--- src/rtl/dmem_port_arbiter_if.sv ---
// Bus bundle for dmem_port_arbiter: CPU requester, host requester and
// BRAM port A signals. The arbiter connects through the slave modport;
// the surrounding environment drives through the master modport.
interface dmem_port_arbiter_if #(
  parameter int ADDR_W = 15,
  parameter int DATA_W = 32
);
  localparam int BE_W = DATA_W / 8;

  // CPU requester
  logic              cpu_req_i;
  logic [BE_W-1:0]   cpu_we_i;
  logic [31:0]       cpu_addr_i;
  logic [DATA_W-1:0] cpu_wdata_i;
  logic              cpu_gnt_o;
  logic              cpu_rvalid_o;
  logic [DATA_W-1:0] cpu_rdata_o;
  logic              cpu_stall_o;

  // Host / debug requester
  logic              host_req_i;
  logic [BE_W-1:0]   host_we_i;
  logic [31:0]       host_addr_i;
  logic [DATA_W-1:0] host_wdata_i;
  logic              host_lock_i;
  logic              host_gnt_o;
  logic              host_rvalid_o;
  logic [DATA_W-1:0] host_rdata_o;

  // BRAM port A
  logic              mem_en_o;
  logic [BE_W-1:0]   mem_we_o;
  logic [ADDR_W-1:0] mem_addr_o;
  logic [DATA_W-1:0] mem_wdata_o;
  logic [DATA_W-1:0] mem_rdata_i;

  modport slave (
    input  cpu_req_i, cpu_we_i, cpu_addr_i, cpu_wdata_i,
    output cpu_gnt_o, cpu_rvalid_o, cpu_rdata_o, cpu_stall_o,
    input  host_req_i, host_we_i, host_addr_i, host_wdata_i, host_lock_i,
    output host_gnt_o, host_rvalid_o, host_rdata_o,
    output mem_en_o, mem_we_o, mem_addr_o, mem_wdata_o,
    input  mem_rdata_i
  );

  modport master (
    output cpu_req_i, cpu_we_i, cpu_addr_i, cpu_wdata_i,
    input  cpu_gnt_o, cpu_rvalid_o, cpu_rdata_o, cpu_stall_o,
    output host_req_i, host_we_i, host_addr_i, host_wdata_i, host_lock_i,
    input  host_gnt_o, host_rvalid_o, host_rdata_o,
    input  mem_en_o, mem_we_o, mem_addr_o, mem_wdata_o,
    output mem_rdata_i
  );
endinterface

--- src/rtl/dmem_port_arbiter.sv ---
// dmem_port_arbiter: shares data-memory BRAM port A between the CPU
// load/store path and a host/debug master. Registered round-robin
// arbitration, one access per cycle, read data returned two cycles after
// the winning request with a per-requester valid pulse.
// Optional host lock with starvation timeout: define DMEM_ARB_HOST_LOCK_EN.
module dmem_port_arbiter #(
  parameter int ADDR_W       = 15,
  parameter int DATA_W       = 32,
  parameter int LOCK_TIMEOUT = 64
) (
  input  logic                clk,
  input  logic                reset,
  dmem_port_arbiter_if.slave  bus
);
  localparam int BE_W = DATA_W / 8;

  typedef enum logic {
    GRANT_CPU  = 1'b0,
    GRANT_HOST = 1'b1
  } grant_e;

  grant_e            last_grant_q, last_grant_d;
  logic              cpu_gnt_q, cpu_gnt_d;
  logic              host_gnt_q, host_gnt_d;
  logic              cpu_rd_q, cpu_rd_d;
  logic              host_rd_q, host_rd_d;
  logic              cpu_rvalid_q, cpu_rvalid_d;
  logic              host_rvalid_q, host_rvalid_d;
  logic              mem_en_q, mem_en_d;
  logic [BE_W-1:0]   mem_we_q, mem_we_d;
  logic [ADDR_W-1:0] mem_addr_q, mem_addr_d;
  logic [DATA_W-1:0] mem_wdata_q, mem_wdata_d;

  logic cpu_win;
  logic host_win;
  logic host_prio;

  // Address bits outside the word-address window are intentionally ignored.
  logic unused_addr;
  assign unused_addr = ^{bus.cpu_addr_i[31:ADDR_W+2], bus.cpu_addr_i[1:0],
                         bus.host_addr_i[31:ADDR_W+2], bus.host_addr_i[1:0]};

`ifdef DMEM_ARB_HOST_LOCK_EN
  localparam int CNT_W = $clog2(LOCK_TIMEOUT + 1);

  logic [CNT_W-1:0] lock_cnt_q, lock_cnt_d;

  // Host keeps priority while locked, until the CPU has been starved
  // for LOCK_TIMEOUT cycles; then normal round-robin hands it one slot.
  assign host_prio = bus.host_lock_i && (last_grant_q == GRANT_HOST) &&
                     (lock_cnt_q < CNT_W'(LOCK_TIMEOUT));

  // Starvation counter: counts blocked CPU cycles, saturating at the timeout.
  always_comb begin
    lock_cnt_d = lock_cnt_q;
    if (!bus.host_lock_i || cpu_win) begin
      lock_cnt_d = '0;
    end else if (bus.cpu_req_i && (lock_cnt_q < CNT_W'(LOCK_TIMEOUT))) begin
      lock_cnt_d = lock_cnt_q + 1'b1;
    end
  end

  // Starvation counter register.
  always_ff @(posedge clk or negedge reset) begin
    if (!reset) begin
      lock_cnt_q <= '0;
    end else begin
      lock_cnt_q <= lock_cnt_d;
    end
  end
`else
  logic unused_lock;
  assign unused_lock = bus.host_lock_i & (LOCK_TIMEOUT > 0);
  assign host_prio   = 1'b0;
`endif

  // Arbitration decision over the current requests.
  always_comb begin
    cpu_win  = 1'b0;
    host_win = 1'b0;
    if (bus.cpu_req_i && bus.host_req_i) begin
      if (host_prio) begin
        host_win = 1'b1;
      end else if (last_grant_q == GRANT_HOST) begin
        cpu_win = 1'b1;
      end else begin
        host_win = 1'b1;
      end
    end else if (bus.cpu_req_i) begin
      cpu_win = 1'b1;
    end else if (bus.host_req_i) begin
      host_win = 1'b1;
    end
  end

  // Next-state for grant, BRAM command and read-valid pipeline.
  always_comb begin
    last_grant_d  = last_grant_q;
    mem_en_d      = cpu_win | host_win;
    mem_we_d      = '0;
    mem_addr_d    = mem_addr_q;
    mem_wdata_d   = mem_wdata_q;
    cpu_gnt_d     = cpu_win;
    host_gnt_d    = host_win;
    cpu_rd_d      = cpu_win && (bus.cpu_we_i == '0);
    host_rd_d     = host_win && (bus.host_we_i == '0);
    cpu_rvalid_d  = cpu_rd_q;
    host_rvalid_d = host_rd_q;
    if (cpu_win) begin
      last_grant_d = GRANT_CPU;
      mem_we_d     = bus.cpu_we_i;
      mem_addr_d   = bus.cpu_addr_i[ADDR_W+1:2];
      mem_wdata_d  = bus.cpu_wdata_i;
    end else if (host_win) begin
      last_grant_d = GRANT_HOST;
      mem_we_d     = bus.host_we_i;
      mem_addr_d   = bus.host_addr_i[ADDR_W+1:2];
      mem_wdata_d  = bus.host_wdata_i;
    end
  end

  // State registers; reset drops any in-flight read valids.
  always_ff @(posedge clk or negedge reset) begin
    if (!reset) begin
      last_grant_q  <= GRANT_HOST;
      cpu_gnt_q     <= 1'b0;
      host_gnt_q    <= 1'b0;
      cpu_rd_q      <= 1'b0;
      host_rd_q     <= 1'b0;
      cpu_rvalid_q  <= 1'b0;
      host_rvalid_q <= 1'b0;
      mem_en_q      <= 1'b0;
      mem_we_q      <= '0;
      mem_addr_q    <= '0;
      mem_wdata_q   <= '0;
    end else begin
      last_grant_q  <= last_grant_d;
      cpu_gnt_q     <= cpu_gnt_d;
      host_gnt_q    <= host_gnt_d;
      cpu_rd_q      <= cpu_rd_d;
      host_rd_q     <= host_rd_d;
      cpu_rvalid_q  <= cpu_rvalid_d;
      host_rvalid_q <= host_rvalid_d;
      mem_en_q      <= mem_en_d;
      mem_we_q      <= mem_we_d;
      mem_addr_q    <= mem_addr_d;
      mem_wdata_q   <= mem_wdata_d;
    end
  end

  assign bus.cpu_gnt_o     = cpu_gnt_q;
  assign bus.host_gnt_o    = host_gnt_q;
  assign bus.cpu_rvalid_o  = cpu_rvalid_q;
  assign bus.host_rvalid_o = host_rvalid_q;
  assign bus.cpu_rdata_o   = bus.mem_rdata_i;
  assign bus.host_rdata_o  = bus.mem_rdata_i;
  assign bus.mem_en_o      = mem_en_q;
  assign bus.mem_we_o      = mem_we_q;
  assign bus.mem_addr_o    = mem_addr_q;
  assign bus.mem_wdata_o   = mem_wdata_q;
  assign bus.cpu_stall_o   = reset & bus.cpu_req_i & ~cpu_win;

endmodule

--- src/flat_wrapper.sv ---
// flat-port wrapper written by rule: the top's interface ports become plain ports
module dmem_port_arbiter_flat 
#(
  parameter int ADDR_W       = 15,
  parameter int DATA_W       = 32,
  parameter int LOCK_TIMEOUT = 64
)
  (clk, reset, bus_cpu_req_i, bus_cpu_we_i, bus_cpu_addr_i, bus_cpu_wdata_i, bus_cpu_gnt_o, bus_cpu_rvalid_o, bus_cpu_rdata_o, bus_cpu_stall_o, bus_host_req_i, bus_host_we_i, bus_host_addr_i, bus_host_wdata_i, bus_host_lock_i, bus_host_gnt_o, bus_host_rvalid_o, bus_host_rdata_o, bus_mem_en_o, bus_mem_we_o, bus_mem_addr_o, bus_mem_wdata_o, bus_mem_rdata_i);
  dmem_port_arbiter_if #(.ADDR_W(ADDR_W), .DATA_W(DATA_W)) bus_i ();
  input  logic clk;
  input  logic reset;
  input wire logic [$bits(bus_i.cpu_req_i)-1:0] bus_cpu_req_i;
  input wire logic [$bits(bus_i.cpu_we_i)-1:0] bus_cpu_we_i;
  input wire logic [$bits(bus_i.cpu_addr_i)-1:0] bus_cpu_addr_i;
  input wire logic [$bits(bus_i.cpu_wdata_i)-1:0] bus_cpu_wdata_i;
  output wire logic [$bits(bus_i.cpu_gnt_o)-1:0] bus_cpu_gnt_o;
  output wire logic [$bits(bus_i.cpu_rvalid_o)-1:0] bus_cpu_rvalid_o;
  output wire logic [$bits(bus_i.cpu_rdata_o)-1:0] bus_cpu_rdata_o;
  output wire logic [$bits(bus_i.cpu_stall_o)-1:0] bus_cpu_stall_o;
  input wire logic [$bits(bus_i.host_req_i)-1:0] bus_host_req_i;
  input wire logic [$bits(bus_i.host_we_i)-1:0] bus_host_we_i;
  input wire logic [$bits(bus_i.host_addr_i)-1:0] bus_host_addr_i;
  input wire logic [$bits(bus_i.host_wdata_i)-1:0] bus_host_wdata_i;
  input wire logic [$bits(bus_i.host_lock_i)-1:0] bus_host_lock_i;
  output wire logic [$bits(bus_i.host_gnt_o)-1:0] bus_host_gnt_o;
  output wire logic [$bits(bus_i.host_rvalid_o)-1:0] bus_host_rvalid_o;
  output wire logic [$bits(bus_i.host_rdata_o)-1:0] bus_host_rdata_o;
  output wire logic [$bits(bus_i.mem_en_o)-1:0] bus_mem_en_o;
  output wire logic [$bits(bus_i.mem_we_o)-1:0] bus_mem_we_o;
  output wire logic [$bits(bus_i.mem_addr_o)-1:0] bus_mem_addr_o;
  output wire logic [$bits(bus_i.mem_wdata_o)-1:0] bus_mem_wdata_o;
  input wire logic [$bits(bus_i.mem_rdata_i)-1:0] bus_mem_rdata_i;
  assign bus_i.cpu_req_i = bus_cpu_req_i;
  assign bus_i.cpu_we_i = bus_cpu_we_i;
  assign bus_i.cpu_addr_i = bus_cpu_addr_i;
  assign bus_i.cpu_wdata_i = bus_cpu_wdata_i;
  assign bus_cpu_gnt_o = bus_i.cpu_gnt_o;
  assign bus_cpu_rvalid_o = bus_i.cpu_rvalid_o;
  assign bus_cpu_rdata_o = bus_i.cpu_rdata_o;
  assign bus_cpu_stall_o = bus_i.cpu_stall_o;
  assign bus_i.host_req_i = bus_host_req_i;
  assign bus_i.host_we_i = bus_host_we_i;
  assign bus_i.host_addr_i = bus_host_addr_i;
  assign bus_i.host_wdata_i = bus_host_wdata_i;
  assign bus_i.host_lock_i = bus_host_lock_i;
  assign bus_host_gnt_o = bus_i.host_gnt_o;
  assign bus_host_rvalid_o = bus_i.host_rvalid_o;
  assign bus_host_rdata_o = bus_i.host_rdata_o;
  assign bus_mem_en_o = bus_i.mem_en_o;
  assign bus_mem_we_o = bus_i.mem_we_o;
  assign bus_mem_addr_o = bus_i.mem_addr_o;
  assign bus_mem_wdata_o = bus_i.mem_wdata_o;
  assign bus_i.mem_rdata_i = bus_mem_rdata_i;
  dmem_port_arbiter #(.ADDR_W(ADDR_W), .DATA_W(DATA_W), .LOCK_TIMEOUT(LOCK_TIMEOUT)) u_core (.clk(clk), .reset(reset), .bus(bus_i));
endmodule
--- config.mk ---
export PLATFORM = sky130hd
export DESIGN_NAME = dmem_port_arbiter_flat
export DESIGN_NICKNAME = d
export VERILOG_FILES = /design/src/rtl/dmem_port_arbiter_if.sv /design/src/rtl/dmem_port_arbiter.sv /design/src/flat_wrapper.sv
export SDC_FILE = /design/constraint.sdc
export NUM_CORES = 1
export LEC_CHECK = 0
export ABC_CLOCK_PERIOD_IN_PS = 4230
export BUFFER_PORTS_ARGS = -buffer_cell sky130_fd_sc_hd__buf_2
export CORE_AREA = 4 4 113 115
export CTS_CLUSTER_DIAMETER = 120
export DETAILED_ROUTE_END_ITERATION = 6
export DIE_AREA = 0 0 117 119
export PLACE_DENSITY_LB_ADDON = 0.2
export SYNTH_ARGS = -nofsm -noshare
export SYNTH_HDL_FRONTEND = slang
export SYNTH_SLANG_ARGS = --single-unit
--- constraint.sdc ---
create_clock -name clk -period 4.23 [get_ports clk]
set_input_delay 1.0575 -clock clk [delete_from_list [all_inputs] [get_ports clk]]
set_output_delay 1.0575 -clock clk [all_outputs]
set_load 0.005 [all_outputs]
## Word level (Yosys, flattened, before mapping)

Index checks and enable logic that the tools add are counted.

| operators by class | value |
|---|---|
| reductions and logical operators | 6 |
| bitwise operators | 4 |
| muxes and demuxes | 15 |

Operators by type and width:

| operator | count |
|---|---|
| 32-bit two-way mux | 2 |
| 15-bit two-way mux | 2 |
| 1-bit two-way mux | 9 |
| 4-bit logical NOT | 2 |
| 4-bit two-way mux | 2 |
| 1-bit logical AND | 3 |
| 1-bit bitwise AND | 2 |
| 2-bit nonzero test | 1 |
| 1-bit inverter | 1 |
| 1-bit bitwise OR | 1 |

| storage, ports and cells | value |
|---|---|
| output and inout bits | 121 |
| word-level logic and storage cells | 36 |
| input bits | 173 |
| flip-flop bits (word level) | 59 |

## Longest topological paths before layout

Gate-level depths: netlist of run 1.

| logic depth | value |
|---|---|
| depth in word-level cells | 5 |
| mapped depth | 6 |
| mapped depth without buffers | 3 |

## Worst setup path before layout of run 1

Ideal clock, no wire load.

| timing | value |
|---|---|
| path type | input -> output |
| from | input bus_cpu_req_i |
| to | output bus_cpu_stall_o |
| path slack | 1.396 ns |
| data required time | 3.173 ns |
| arrival time | 1.776 ns |
| path buffers | 3 |
| stages on the path | 4 |
| cell sequence | buf_2 -> buf_2 -> buf_2 -> and4_1 |

| on the way | value |
|---|---|
| word-level cells in the longest chain between the ends | 4 |
| elaborated cells on any way between the ends | 6 |
| those cells by class | mux: 2; bitwise: 3; reduce/logical: 1 |

RTL lines:

| item | line | source |
|---|---|---|
| from (decl) | flat_wrapper.sv:12 | `input wire logic [$bits(bus_i.cpu_req_i)-1:0] bus_cpu_req_i;` |
| 1-bit two-way mux or 1-bit logical AND (tied branches) | dmem_port_arbiter.sv:89, dmem_port_arbiter.sv:81 |  |
| 1-bit two-way mux | dmem_port_arbiter.sv:81 | `if (bus.cpu_req_i && bus.host_req_i) begin` |
| 1-bit inverter | dmem_port_arbiter.sv:161 | `assign bus.cpu_stall_o = reset & bus.cpu_req_i & ~cpu_win;` |
| 1-bit bitwise AND * | dmem_port_arbiter.sv:161 |  |
| to (decl) | flat_wrapper.sv:19 | `output wire logic [$bits(bus_i.cpu_stall_o)-1:0] bus_cpu_stall_o;` |

Mark *: on every way between the ends. The rest lies on a longest branch, timed or not.

## Worst setup path after layout of run 1

Ends and elaborated chain as after synthesis.

==> out/qor.log, run 1 <==
qor: critical_path.end_kind primary output
qor: clock_tree.post-cts-setup-buffers 0
qor: clock_tree.clock_tree_from_tritoncts yes
qor: synthesis.yosys-top-cells-area sky130_fd_sc_hd__dfrtp_1 43%, sky130_fd_sc_hd__buf_4 15%, sky130_fd_sc_hd__a211oi_1 10%
qor: clock_tree.max-clock-path-buffers 2
qor: synthesis.synth.cell_area 3390 um2
qor: clock_tree.post_cts_resize_count 0
qor: floorplan.die_area 13900 um2
qor: sta.setup_viol_count_final 0
qor: hold_path.timing.hold.worst.class flip-flop to flip-flop
qor: grt.pin_count_of_the_biggest_net_entering_global_routing 64
qor: power_and_ir_drop.ir_worst_vdd 0.188 mV
qor: sta.grt_setup_unrepaired no
qor: grt.grt_antenna_before_repair 1
qor: sta.max_freq 0.325 GHz
qor: critical_path.crit_path_start_kind input pin
qor: drt.drt_wl_total 9450 um
qor: critical_path.path_max_fanout 37
qor: critical_path.timing.reg2reg.setup_slack 2400 ps
qor: layout.final_cell_count_no_fill 592
qor: clock_tree.cts_made_buffers 9
qor: floorplan.initial_utilization 28.7%
qor: synthesis.synth_cells 354
qor: floorplan.total_number_of_placement_rows 40
qor: sta.final.period_utilization 72.8%
qor: sta.fin_tns_setup 0 ps
qor: placement.dp_cells 575
qor: clock_tree.cts_root_buffer sky130_fd_sc_hd__clkbuf_16
qor: power_and_ir_drop.finalPower 1.75 mW
qor: placement.finalWeightedCongestion 0.701
qor: synthesis.synth-warning-count 0
qor: placement.placement.cell_area 3790 um2
qor: flow_run.cap_violations 0
qor: clock_tree.number_of_buffers_added_to_fix_hold_violations_after_cts 0
qor: clock_tree.cts.htree.levels 3
qor: placement.detailedPlacementHpwl 6400 um
qor: floorplan.die_y 119 um
qor: layout.final_layout_size_suffix_gt1_share 43.2%
qor: drt.routed_len_inst 16.0 um
qor: outcome.status complete, no violations
qor: hold_path.worst_hold_path.num_cells 0
qor: floorplan.die_w 117 um
qor: drt.vias 2848
qor: floorplan.num_io_pins 294
qor: layout.final_instance_area 4100 um2
qor: grt.grtUsageTotal 13.5%
qor: sta.max_slew.worst_pin.slew 1120 ps
qor: drt.drt_iter0_drc 109
qor: clock_tree.clock_latency 320 ps
qor: power_and_ir_drop.power.density 427 nW/um2
qor: synthesis.synth_largest_area_cell sky130_fd_sc_hd__dfrtp_1
qor: sta.period_needed 3080 ps
qor: critical_path.crit_path_kind input pin to primary output
qor: layout.final_common_cell sky130_fd_sc_hd__buf_2
qor: drt.ant_nets 0
qor: critical_path.ff2ff_path_depth 3
qor: layout.final_net_count 612
qor: clock_tree.cts_sinks 59
qor: grt.grt_overflow 0
qor: floorplan.area_inside_the_core_boundary 11800 um2
qor: sta.relSlewSlack 25.4%
qor: clock_tree.clkSlewWorstSetupHoldPaths 50 ps
qor: critical_path.arrival 2020 ps
qor: drt.detail_route.vias_per_cell 4.81
qor: layout.synthToLayoutAreaGrowth 20.8%
qor: drt.drc 0
qor: sta.skew_final 5.10 ps
qor: synthesis.netlist.area_leader.share 42.8%
qor: sta.timing.final.hold_violations 0
qor: synthesis.net_count_synth 527
qor: synthesis.ys_seq_elements 59
qor: placement.port_buffers 162
qor: grt.first_global_vias 2966
qor: grt.wire_length_of_the_first_global_routing_pass 14900 um
qor: critical_path.crit_required 3170 ps
qor: synthesis.number_of_distinct_library_cells_after_synthesis 22
qor: synthesis.syn-mean-instance-area 9.59 um2
qor: sta.drv_slew 0
qor: synthesis.seq_area_frac_synth 43.5%
qor: power_and_ir_drop.power.static_leakage 1.89 nW
qor: layout.layout.cells.most_common_list 162 x sky130_fd_sc_hd__buf_2, 58 x sky130_fd_sc_hd__dfrtp_1, 48 x sky130_fd_sc_hd__nor2_1
qor: drt.drt-pass1-iter-count 4
==> final timing paths <==
check | startpoint | end
setup reg to reg | u_core.last_grant_q | u_core.bus.mem_addr_o[6]
max in group asynchronous | reset | u_core.bus.mem_wdata_o[29]
setup / recovery | bus_cpu_req_i | bus_cpu_stall_o
min in group asynchronous | reset | u_core.bus.mem_addr_o[11]
hold reg to reg | u_core.cpu_rd_q | u_core.bus.cpu_rvalid_o
hold / removal | u_core.cpu_rd_q | u_core.bus.cpu_rvalid_o
==> metrics by stage <==
| stage | setup slack, ps | hold WS, ps | utilization (%) |
|---|---|---|---|
| 2_1_floorplan | 1400 | 331 | - |
| 3_3_place_gp | 1100 | 338 | 32.1 |
| 3_5_place_dp | 1090 | 340 | 32.1 |
| 4_1_cts | 1120 | 348 | 34.7 |
| 5_1_grt | 1030 | 361 | 34.7 |
| 6_report | 1150 | 345 | 34.7 |
==> sequential cells by signal, indices dropped and copies added, names as in the netlist <==
signal	flops
u_core.host_rd_q	1
u_core.bus.mem_en_o	1
u_core.bus.host_rvalid_o	1
u_core.last_grant_q	1
u_core.cpu_rd_q	1
u_core.bus.cpu_rvalid_o	1
u_core.bus.cpu_gnt_o	1
u_core.bus.host_gnt_o	1
u_core.bus.mem_wdata_o	32
u_core.bus.mem_addr_o	15
u_core.bus.mem_we_o	4
==> Yosys cell counts <==
cell type and number:
sky130_fd_sc_hd__nand2_1 1, sky130_fd_sc_hd__and2_1 1, sky130_fd_sc_hd__buf_6 2, sky130_fd_sc_hd__nor4_1 1
sky130_fd_sc_hd__a21boi_1 1, sky130_fd_sc_hd__dfstp_2 1, sky130_fd_sc_hd__o21a_1 1, sky130_fd_sc_hd__and4_1 1
sky130_fd_sc_hd__or2_2 1, sky130_fd_sc_hd__nor2b_1 47, sky130_fd_sc_hd__buf_4 66, sky130_fd_sc_hd__or4_1 1
sky130_fd_sc_hd__a22o_1 4, sky130_fd_sc_hd__dfrtp_1 58, sky130_fd_sc_hd__a21bo_4 1, sky130_fd_sc_hd__buf_2 17
sky130_fd_sc_hd__o22ai_1 38, sky130_fd_sc_hd__a211oi_1 47, sky130_fd_sc_hd__o22ai_2 9, sky130_fd_sc_hd__inv_1 2
sky130_fd_sc_hd__clkbuf_1 6, sky130_fd_sc_hd__nor2_1 48
==> critical path, cell delays in order <==
cell	delay, ps
sky130_fd_sc_hd__buf_2	520
sky130_fd_sc_hd__and4_1	300
sky130_fd_sc_hd__buf_2	130
==> kinds of logic after synthesis <==
group | count (synthesis) | synth area share, %
AO/OA/AOI/OAI | 101 | 22.7
buffers and inverters | 93 | 18.7
flip-flops | 59 | 43.5
AND/OR/NAND/NOR | 101 | 15.1
==> cell type report <==
type,count,area (um2)
Tap cell,147,184
Fill cell,1253,7710
Clock inverter,2,35.0
Antenna cell,1,2.50
Clock buffer,14,274
Multi-Input combinational cell,202,1280
Inverter,2,7.51
Timing Repair Buffer,165,833
Sequential cell,59,1480
==> where the power goes <==
group          total, mW  internal, mW  switching, mW
Clock              0.751         0.503          0.248
Combinational      0.336         0.162          0.174
Sequential         0.664         0.633         0.0309
Total               1.75          1.30          0.452
==> layer usage <==
| metal | vias to the layer above | global-route usage [%] | wire length (um) |
|---|---|---|---|
| met4 | 0 | 5.73 | 248 |
| met3 | 23 | 4.93 | 865 |
| met5 | - | 0 | 0 |
| li1 | 1363 | - | - |
| met2 | 115 | 22.2 | 4560 |
| met1 | 1347 | 15.7 | 3770 |
Note: power is estimated with default switching activity, not from simulation.
==> inputs of run 2 (changes only) <==
ABC_AREA = 1   (was not set)
ABC_CLOCK_PERIOD_IN_PS = 2600   (was 4230)
CORE_AREA = 4 4 112 114   (was 4 4 113 115)
DIE_AREA = 0 0 116 118   (was 0 0 117 119)
clock period = 2.6 ns   (was 4.23 ns; I/O delays follow)
==> run 2 against run 1 <==
  * Register-to-register slack lost 1300 ps
  * Clock-buffer cell count down 3
  * Critical path depth increased by 1
  * Die area is 1.7% lower
  * Cell area decreased by 4.5%
  * Largest cell class unchanged
  * Sequential share of layout area is 1.7 points higher
  * Via count down 1.1%
  * Clock skew barely moved
  * Highest routed layer unchanged
  * Utilization is 0.41 points lower
  * First-iteration DRC count grew 28%
  * Worst setup slack worse by 350 ps
==> out/qor.log, run 2 <==
qor: drt.drt-pass1-iter-count 4
qor: synthesis.synth-edff-count 0
qor: grt.grt_antenna_before_repair 0
qor: floorplan.total_number_of_placement_rows 39
qor: sta.layout_setup_ws 800 ps
qor: critical_path.end_kind primary output
qor: power_and_ir_drop.ir_worst_vdd 0.360 mV
qor: synthesis.simple_gate_fraction_of_synth_area 30.8%
qor: sta.timing.hold.ws 343 ps
qor: synthesis.top_reg_cell_synth sky130_fd_sc_hd__dfrtp_1
qor: synthesis.seq_area_frac_synth 47.2%
qor: critical_path.crit_path_start_kind flip-flop
qor: layout.antennaDiodeCount 0
qor: clock_tree.post_cts_resize_count 0
qor: placement.finalWeightedCongestion 0.793
qor: drt.detailed_routed_wire_length_on_met2 4740 um
qor: drt.detail_route.vias_per_cell 4.62
qor: placement.detailedPlacementHpwl 7080 um
qor: synthesis.async_flop_share 100%
qor: drt.vias 2817
qor: drt.routed_len_inst 16.0 um
qor: critical_path.crit_path_kind flip-flop to primary output
qor: grt.first_global_vias 2880
qor: synthesis.synth_adder_area_share 0%
qor: outcome.status complete, no violations
qor: layout.largest_reg_flops 32
qor: grt.wire_length_of_the_first_global_routing_pass 14900 um
qor: sta.setup_viol_count_final 0
qor: sta.timing.final.hold_violations 0
qor: drt.drc 0
qor: clock_tree.cts_made_buffers 9
qor: clock_tree.number_of_buffers_added_to_fix_hold_violations_after_cts 0
qor: sta.relSlewSlack 48.6%
qor: synthesis.number_of_distinct_library_cells_after_synthesis 15
qor: drt.met3WireLength 893 um
qor: drt.route.top_layer_used met4
qor: sta.skew_final 5.37 ps
qor: sta.grt_setup_unrepaired no
qor: grt.grtUsageTotal 14.1%
qor: critical_path.path_max_fanout 4
qor: power_and_ir_drop.finalPower 2.89 mW
qor: sta.max_slew.worst_pin.slew 772 ps
qor: clock_tree.post-cts-setup-buffers 0
qor: critical_path.crit_required 1950 ps
qor: layout.final_common_cell sky130_fd_sc_hd__buf_2
qor: placement.pre_cts_ws 732 ps
qor: floorplan.num_io_pins 294
qor: synthesis.yosys-top-cells-area sky130_fd_sc_hd__dfrtp_1 46%, sky130_fd_sc_hd__nand3_1 23%, sky130_fd_sc_hd__buf_4 17%
qor: floorplan.initial_utilization 27.4%
qor: clock_tree.cts_root_buffer sky130_fd_sc_hd__clkbuf_16
qor: synthesis.syn-mean-instance-area 8.48 um2
qor: clock_tree.cts_sinks 59
qor: clock_tree.clock_latency 320 ps
qor: critical_path.arrival 1150 ps
qor: layout.final_net_count 635
qor: clock_tree.cts.htree.levels 3
qor: synthesis.synth_xor_xnor_area_share 0%
qor: clock_tree.clock_tree_from_tritoncts yes
qor: floorplan.die_w 116 um
qor: synthesis.ys_seq_elements 59
qor: placement.port_buffers 162
qor: grt.pin_count_of_the_biggest_net_entering_global_routing 60
qor: placement.dp_cells 594
qor: clock_tree.clkSlewWorstSetupHoldPaths 50 ps
qor: synthesis.leading_cell_type_by_number_of_instances_after_synthesis sky130_fd_sc_hd__nand3_1
qor: sta.drv_slew 0
qor: synthesis.yosys-top-cells-count 145 x sky130_fd_sc_hd__nand3_1, 69 x sky130_fd_sc_hd__buf_4, 58 x sky130_fd_sc_hd__dfrtp_1, 53 x sky130_fd_sc_hd__nand2_1, 15 x sky130_fd_sc_hd__buf_2
qor: layout.final_layout_size_suffix_gt1_share 41.3%
qor: synthesis.synth.area.mux_share 0%
qor: synthesis.synth_cells 369
qor: floorplan.die_y 118 um
qor: synthesis.synth.cell_area 3130 um2
qor: drt.wl_met1 3830 um
qor: hold_path.timing.hold.worst.class flip-flop to flip-flop
qor: synthesis.netlist.area_leader.share 46.4%
qor: drt.drt_wl_total 9770 um
qor: sta.max_freq 0.556 GHz
qor: floorplan.die_area 13700 um2
qor: sta.final.period_utilization 69.2%
qor: synthesis.synth_compound_area_share 0.799%
qor: power_and_ir_drop.power.density 738 nW/um2
qor: layout.synthToLayoutAreaGrowth 25.1%
qor: floorplan.area_inside_the_core_boundary 11400 um2
qor: grt.grt_overflow 0
qor: power_and_ir_drop.power.static_leakage 2.07 nW
qor: clock_tree.max-clock-path-buffers 2
qor: layout.layout.cells.most_common_list 162 x sky130_fd_sc_hd__buf_2, 145 x sky130_fd_sc_hd__nand3_1, 58 x sky130_fd_sc_hd__dfrtp_1
qor: synthesis.net_count_synth 542
qor: drt.drt_iter0_drc 139
qor: drt.ant_nets 0
qor: synthesis.synth_largest_area_cell sky130_fd_sc_hd__dfrtp_1
qor: sta.fin_tns_setup 0 ps
qor: synthesis.synth-warning-count 0
qor: layout.final_cell_count_no_fill 610
qor: synthesis.synth_top_family_by_area simple AND/OR/NAND/NOR gates
qor: flow_run.cap_violations 0
qor: sta.period_needed 1800 ps
run 2: cell count changes after synthesis, moves of 3 or more:
cell                       delta
sky130_fd_sc_hd__a211oi_1    -47
sky130_fd_sc_hd__a22o_1       -4
sky130_fd_sc_hd__buf_4        +3
sky130_fd_sc_hd__inv_1        +5
sky130_fd_sc_hd__nand2_1     +52
sky130_fd_sc_hd__nand3_1    +145
sky130_fd_sc_hd__nor2_1      -44
sky130_fd_sc_hd__nor2b_1     -47
sky130_fd_sc_hd__o21ai_0      +5
sky130_fd_sc_hd__o22ai_1     -38
sky130_fd_sc_hd__o22ai_2      -9
run 2: layer usage:
layer  up-vias  track usage (%)
met5         -                0
met1      1293             17.3
met4         0             7.61
met2       128             23.3
met3        33             2.01
li1       1363                -
run 2: logic make-up (layout without fill, tap and decap cells):
kind of cell	after synthesis	after routing
and+or+nand+nor	206	206
buffers and inverters	99	197
DFF	59	59
AOI/OAI and AO/OA	5	5
run 2: power breakdown:
part	switching, mW	internal (mW)	leakage, nW
clock	0.394	0.958	0.169
sequential	0.0503	1.02	0.721
combinational	0.259	0.205	1.18
run 2: layout make-up:
cell class	count	area (um2)
flip-flops and latches	59	1480
clock buffers	11	243
fillers	1232	7500
well taps	143	179
clock inverters	5	100
multi-input cells	211	993
inverters	8	30.0
repair buffers	173	893
run 2: path summary, 6_finish.rpt:
path | slack (ps) | from | endpoint | depth (start not counted)
worst max-delay path | 800 | u_core.last_grant_q | bus_cpu_stall_o | 4
worst min-delay path | 340 | u_core.host_rd_q | u_core.bus.host_rvalid_o | 0
worst max register to register | 1090 | u_core.last_grant_q | u_core.bus.mem_wdata_o[26] | 4
worst min register to register | 340 | u_core.host_rd_q | u_core.bus.host_rvalid_o | 0
max in group asynchronous | 1570 | reset | u_core.bus.mem_wdata_o[2] | 2
min in group asynchronous | 520 | reset | u_core.bus.mem_wdata_o[15] | 2
run 2: worst max-delay path, cell delays in order, from the launching register on:
cell,delay [ps]
sky130_fd_sc_hd__dfstp_2,540
sky130_fd_sc_hd__inv_2,40
sky130_fd_sc_hd__nand2_2,80
sky130_fd_sc_hd__nor2_1,40
sky130_fd_sc_hd__buf_2,130
run 2: per-stage QoR:
step / instance area [um2] / util, %
after floorplan: 3130 / -
after global placement: 3570 / 31.3
after detailed placement: 3570 / 31.3
after CTS: 3920 / 34.3
after global routing: 3920 / 34.3
final: 3920 / 34.3
